--- src/rtl/midi_uart_rx.sv ---
// midi_uart_rx
// Receives 8N1 serial bytes from a MIDI input line and presents each
// correctly framed byte to the system. Every bit is sampled once, at its
// centre, which is derived from the falling edge of the start bit.
//
// Parameters
//   CLK_HZ : system clock frequency in Hz
//   BAUD   : serial bit rate (31250 for MIDI)
//
// Ports
//   clk             : sole clock, rising edge
//   rst             : synchronous active-high reset
//   MIDI_RX         : asynchronous serial input, idle high
//   isByteAvailable : one-cycle pulse when a byte arrives with a good stop bit
//   byteValue       : last good byte, held until the next good byte
//   frame_err       : one-cycle pulse when the stop bit is sampled low
//   rx_busy         : high whenever the receiver is not in IDLE

module midi_uart_rx #(
  parameter int CLK_HZ = 100000000,
  parameter int BAUD   = 31250
) (
  input  logic       clk,
  input  logic       rst,
  input  logic       MIDI_RX,
  output logic       isByteAvailable,
  output logic [7:0] byteValue,
  output logic       frame_err,
  output logic       rx_busy
);

  localparam int BIT_TICKS  = CLK_HZ / BAUD;
  localparam int HALF_TICKS = BIT_TICKS / 2;
  // $clog2(BIT_TICKS) bits always hold BIT_TICKS-1, the largest count used.
  localparam int CNT_W      = $clog2(BIT_TICKS);

  localparam logic [CNT_W-1:0] HALF_END = CNT_W'(HALF_TICKS - 1);
  localparam logic [CNT_W-1:0] BIT_END  = CNT_W'(BIT_TICKS - 1);

  typedef enum logic [2:0] {
    IDLE,
    START,
    DATA,
    STOP,
    WAIT_IDLE
  } state_t;

  state_t           state;
  logic             sync_1;
  logic             rx_s;
  logic [CNT_W-1:0] cnt;
  logic [2:0]       bit_idx;
  logic [7:0]       shift;

  // Two-flop synchronizer. Both flops reset to the idle (high) level so a
  // line that is low when reset is released cannot look like a start edge
  // before it has propagated through the chain.
  always_ff @(posedge clk) begin
    if (rst) begin
      sync_1 <= 1'b1;
      rx_s   <= 1'b1;
    end else begin
      sync_1 <= MIDI_RX;
      rx_s   <= sync_1;
    end
  end

  // Receive state machine. The counter restarts on every state entry and on
  // every sample, so the start bit is checked HALF_TICKS cycles after the
  // edge is seen and every later bit exactly BIT_TICKS cycles after that.
  // Transitions only occur at the terminal count, so the counter never wraps.
  always_ff @(posedge clk) begin
    if (rst) begin
      state           <= IDLE;
      cnt             <= '0;
      bit_idx         <= '0;
      shift           <= '0;
      byteValue       <= '0;
      isByteAvailable <= 1'b0;
      frame_err       <= 1'b0;
      rx_busy         <= 1'b0;
    end else begin
      isByteAvailable <= 1'b0;
      frame_err       <= 1'b0;

      case (state)
        IDLE: begin
          cnt <= '0;
          if (!rx_s) begin
            state   <= START;
            rx_busy <= 1'b1;
          end
        end

        // A start bit that is high again at its centre was a glitch.
        START: begin
          if (cnt == HALF_END) begin
            cnt <= '0;
            if (rx_s) begin
              state   <= IDLE;
              rx_busy <= 1'b0;
            end else begin
              state   <= DATA;
              bit_idx <= '0;
            end
          end else begin
            cnt <= cnt + CNT_W'(1);
          end
        end

        // Data arrives LSB first, so each sample enters at the top and
        // the first bit ends up in bit 0 after eight shifts.
        DATA: begin
          if (cnt == BIT_END) begin
            cnt     <= '0;
            shift   <= {rx_s, shift[7:1]};
            bit_idx <= bit_idx + 3'd1;
            if (bit_idx == 3'd7) begin
              state <= STOP;
            end
          end else begin
            cnt <= cnt + CNT_W'(1);
          end
        end

        // Returning to IDLE straight from the stop sample lets a start bit
        // that immediately follows the stop bit be caught.
        STOP: begin
          if (cnt == BIT_END) begin
            cnt <= '0;
            if (rx_s) begin
              byteValue       <= shift;
              isByteAvailable <= 1'b1;
              state           <= IDLE;
              rx_busy         <= 1'b0;
            end else begin
              frame_err <= 1'b1;
              state     <= WAIT_IDLE;
            end
          end else begin
            cnt <= cnt + CNT_W'(1);
          end
        end

        // A break holds the line low; wait it out so it reports only once.
        WAIT_IDLE: begin
          cnt <= '0;
          if (rx_s) begin
            state   <= IDLE;
            rx_busy <= 1'b0;
          end
        end

        default: begin
          state   <= IDLE;
          cnt     <= '0;
          rx_busy <= 1'b0;
        end
      endcase
    end
  end

endmodule

--- config.mk ---
export PLATFORM = sky130hd
export DESIGN_NAME = midi_uart_rx
export DESIGN_NICKNAME = d
export VERILOG_FILES = /design/src/rtl/midi_uart_rx.sv
export SDC_FILE = /design/constraint.sdc
export NUM_CORES = 1
export LEC_CHECK = 0
export CORE_MARGIN = 3
export CORE_UTILIZATION = 55
export CTS_CLUSTER_DIAMETER = 30
export DETAILED_ROUTE_END_ITERATION = 10
export PLACE_DENSITY_LB_ADDON = 0.12
export SETUP_SLACK_MARGIN = 0.5
export SLEW_MARGIN = 40
export SYNTH_ARGS = -nofsm -noshare
export SYNTH_HDL_FRONTEND = slang
export SYNTH_SLANG_ARGS = --single-unit
--- constraint.sdc ---
create_clock -name clk -period 2.4 [get_ports clk]
set_clock_uncertainty 0.1 [all_clocks]
set_input_delay 0.36 -clock clk [delete_from_list [all_inputs] [get_ports clk]]
set_output_delay 0.36 -clock clk [all_outputs]
set_load 0.01 [all_outputs]
==> impl_table.tex <==
\begin{tabular}{lr}
\hline
Metric & Value \\
\hline
\multicolumn{2}{l}{\textbf{Yosys}} \\
\quad Mapped Area & 0.00176 sq mm \\
\quad Dominant cell by count in the synthesized netlist & dfxtp\_1 \\
\quad Area share of the largest cell type after synthesis & 0.444 \\
\quad Top cells by area in the synthesized netlist & dfxtp\_1 (44\%), mux2i\_1 (9.7\%), nand2b\_1 (6.4\%) \\
\quad EDFF count, synth & 0 \\
\quad Flops \& latches, synth & 39 \\
\quad Sequential area share after synthesis & 0.444 \\
\quad Number of warnings issued by yosys & 0 \\
\quad Top cell types by occurrence after synthesis & dfxtp\_1 (39), nor2\_1 (19), nand2b\_1 (18), mux2i\_1 (17), nor3\_1 (16) \\
\quad Ys async rst share & 0 \\
\quad Ys flop type & dfxtp\_1 \\
\quad Count of different cell masters after synthesis & 39 \\
\quad Post-Synthesis Mean Instance Area & 9.46 sq um \\
\quad Number of instances in the synthesized netlist & 186 \\
\quad Cell type with the largest total area after synthesis & dfxtp\_1 \\
\quad Post-Synthesis Net Count & 192 \\
\multicolumn{2}{l}{\textbf{Clock tree}} \\
\quad TritonCTS clock tree & yes \\
\quad Max Buffers Root-to-Sink & 2 \\
\quad Clock Sink Count & 39 \\
\quad Clock Tree Root & clkbuf\_4 \\
\quad Clock slew at the register clock pins of the worst setup and hold paths & 0.11 ns \\
\quad Clock Latency Late Sink & 0.35 ns \\
\quad Clock buffers created by TritonCTS & 5 \\
\quad CTS H-tree lvls & 2 \\
\multicolumn{2}{l}{\textbf{Pwr}} \\
\quad Sequential Power Share & 0.640 \\
\quad Share of power burned in combinational logic & 0.032 \\
\quad Static leakage power & 0.618 nW \\
\quad Worst-case vdd ir drop & 407 uV \\
\quad Switch share & 0.216 \\
\quad Clock network power share & 0.328 \\
\quad Power Dens Cells & 509 mW/mm\^{}2 \\
\quad Net switching component of the power & 0.221 mW \\
\quad Internal portion of total power & 0.803 mW \\
\multicolumn{2}{l}{\textbf{Setup path}} \\
\quad Startpoint-to-endpoint class of the critical path & flip-flop to flip-flop \\
\quad Data required, critical path & 2.51 ns \\
\quad Slowest library cell on the worst path & or4b\_4 \\
\quad Crit start category & flip-flop \\
\quad Capture point of the worst reg-to-reg path & cnt[7]\$\_SDFF\_PP0\_ \\
\quad Internal reg-to-reg setup slack & 0.58 ns \\
\quad Worst endpoint data arrival time & 1.93 ns \\
\quad Length in cells of the worst reg-to-reg path & 5 \\
\quad Peak fanout along the critical path & 7 \\
\quad Reg-to-Reg Start & cnt[7]\$\_SDFF\_PP0\_ \\
\quad Launch point of the critical path & cnt[7]\$\_SDFF\_PP0\_ \\
\quad Cell-by-cell listing of the critical path & or2\_4, or4b\_4, a21oi\_4, buf\_4, nor3\_1 \\
\quad Setup crit end & cnt[7]\$\_SDFF\_PP0\_ \\
\quad Critical path's largest stage delay & 0.55 ns \\
\quad Critical path endpoint category & flip-flop \\
\multicolumn{2}{l}{\textbf{Layout}} \\
\quad Nets & 208 \\
\quad Fin util & 0.694 \\
\quad Area added between synthesis and finish & 14.4\% \\
\quad Share of final-layout standard cells stronger than drive strength 1 & 0.129 \\
\quad Number of diodes & 0 \\
\multicolumn{2}{l}{\textbf{Timing}} \\
\quad Final Cycle Share & 0.757 \\
\quad Tightest Pin Transition & 0.481 ns \\
\quad Number of max-slew violations in the final report & 0 \\
\quad Final hold violations & 0 \\
\quad Minimum clock period & 1.82 ns \\
\quad Unrepaired setup endpoints after global routing & yes \\
\quad Final setup violation count & 0 \\
\quad Post-route setup TNS & 0 ns \\
\quad Fmax achieved & 550 MHz \\
\quad Relative slew margins & 0.680 \\
\multicolumn{2}{l}{\textbf{Route}} \\
\quad DRC errors left & 0 \\
\quad DRT Pass-1 Iters & 4 \\
\quad Routed WL per cell & 13.4 um \\
\quad Routed via count divided by cell count & 5.50 \\
\quad Total number of vias & 1,342 \\
\quad Initial drt markers & 95 \\
\quad Total routed wirelength & 3270 um \\
\quad Number of routed nets with antenna violations & 0 \\
\multicolumn{2}{l}{\textbf{Global routing}} \\
\quad Maximum number of pins on one net before global-route repair & 35 \\
\quad Number of global-route vias before repair & 1,300 \\
\quad Aggregate global routing overflow & 0 \\
\quad Overall Global Routing Usage & 0.184 \\
\quad Global-route wire length before repair & 5820 um \\
\quad Number of antenna violations at the first check in global routing & 0 \\
\multicolumn{2}{l}{\textbf{Min path}} \\
\quad Startpoint of the tightest hold check path & sync\_1\$\_SDFF\_PP1\_ \\
\quad Worst Hold Class & flip-flop to flip-flop \\
\multicolumn{2}{l}{\textbf{Place}} \\
\quad Quantity of I/O buffers inserted on ports & 13 \\
\quad DP HPWL & 2320 um \\
\quad Routability-driven placement congestion ratio & 0.855 \\
\multicolumn{2}{l}{\textbf{Floorplan}} \\
\quad Y dimension of the die & 62.6 um \\
\quad Initial Util & 0.607 \\
\quad Die span in x & 62.6 um \\
\quad Total Die Area & 0.00391 sq mm \\
\quad Number of top-level pins & 14 \\
\quad Site row count & 19 \\
\quad Floorplan core area & 0.00290 sq mm \\
\multicolumn{2}{l}{\textbf{Flow run}} \\
\quad Count of maximum capacitance violations & 0 \\
\multicolumn{2}{l}{\textbf{Run status}} \\
\quad Status & complete, no violations \\
\hline
\end{tabular}
## critical path, delay by kind of cell (launching register included)
family / cells / cell delay [ns]
simple gates: 3 / 0.91
flops: 1 / 0.37
buf+inv: 1 / 0.16
compound gates: 1 / 0.15
## power groups by stage
stage / clock [mW] / sequential, mW / combinational [mW]
final: 0.336 / 0.656 / 0.0325
after CTS: 0.345 / 0.656 / 0.0320
after floorplan: 0 / 0.668 / 0.0236
after detailed placement: 0 / 0.671 / 0.0320
after global routing: 0.370 / 0.657 / 0.0363
after global placement: 0 / 0.670 / 0.0312
## per-stage QoR
stage	power, mW	hold slack [ns]	setup WS (ns)	instance area (sq um)	std cells
6_report	1.02	0.337	0.582	2010	244
5_1_grt	1.06	0.356	0.489	2010	244
4_1_cts	1.03	0.343	0.530	1980	242
3_5_place_dp	0.703	0.314	0.355	1910	234
3_3_place_gp	0.701	0.303	0.394	1910	234
2_1_floorplan	0.692	0.289	0.630	1760	186
## layer usage
layer | share of wire | track usage | vias to the layer above
met5 | 0 | 0 | -
met4 | 0.016 | 0.0937 | 0
met3 | 0.035 | 0.0522 | 7
met2 | 0.51 | 0.301 | 25
met1 | 0.44 | 0.218 | 637
li1 | - | - | 673
## sequential cells by signal (all words and copies together) (netlist names)
signal	cells
bit_idx	3
sync_1	1
rx_s	1
shift	8
rx_busy	1
byteValue	8
isByteAvailable	1
frame_err	1
state	3
cnt	12
## what timing repair did
action	4_1_cts	5_1_grt
hold buffers	0	0
pin swaps	1	1
gates resized for setup	2	4
buffers inserted	1	2
endpoints found under the setup margin	17	19
cloned	0	0
## final cells by class
| class | instances | area (sq um) |
|---|---|---|
| Multi-Input combinational cell | 133 | 932 |
| Timing Repair Buffer | 19 | 175 |
| Clock inverter | 1 | 5.00 |
| Sequential cell | 39 | 782 |
| Fill cell | 234 | 887 |
| Clock buffer | 6 | 51.3 |
| Tap cell | 42 | 52.6 |
| Inverter | 4 | 15.0 |
## cells by family after synthesis
group / Yosys count / synth area share
AO/OA/AOI/OAI: 13 / 0.0576
XOR/XNOR: 10 / 0.0498
adder cells (fa/ha/maj): 4 / 0.0270
buffers and inverters: 14 / 0.0398
flip-flops: 39 / 0.444
multiplexers: 17 / 0.0967
AND/OR/NAND/NOR: 89 / 0.285
## placed cells by master, fill, tap and decap left out, types with 6 or more instances in the layout
cell / count
nand2_1: 8
xnor2_1: 8
nor2_1: 19
clkdlybuf4s50_1: 13
nand3_1: 6
buf_4: 6
dfxtp_1: 38
nand2b_1: 18
mux2i_1: 17
nor3_1: 16
## how the worst min path moves through the flow
stage / to / slack (ns) / cells after the start
final: rx_s$_SDFF_PP1_ / 0.34 / 1
after detailed placement: rx_s$_SDFF_PP1_ / 0.31 / 1
after CTS: rx_s$_SDFF_PP1_ / 0.34 / 1
after global routing: rx_s$_SDFF_PP1_ / 0.36 / 1
after floorplan: rx_s$_SDFF_PP1_ / 0.29 / 1
after global placement: rx_s$_SDFF_PP1_ / 0.30 / 1
Note: power is estimated with default switching activity, not from simulation.
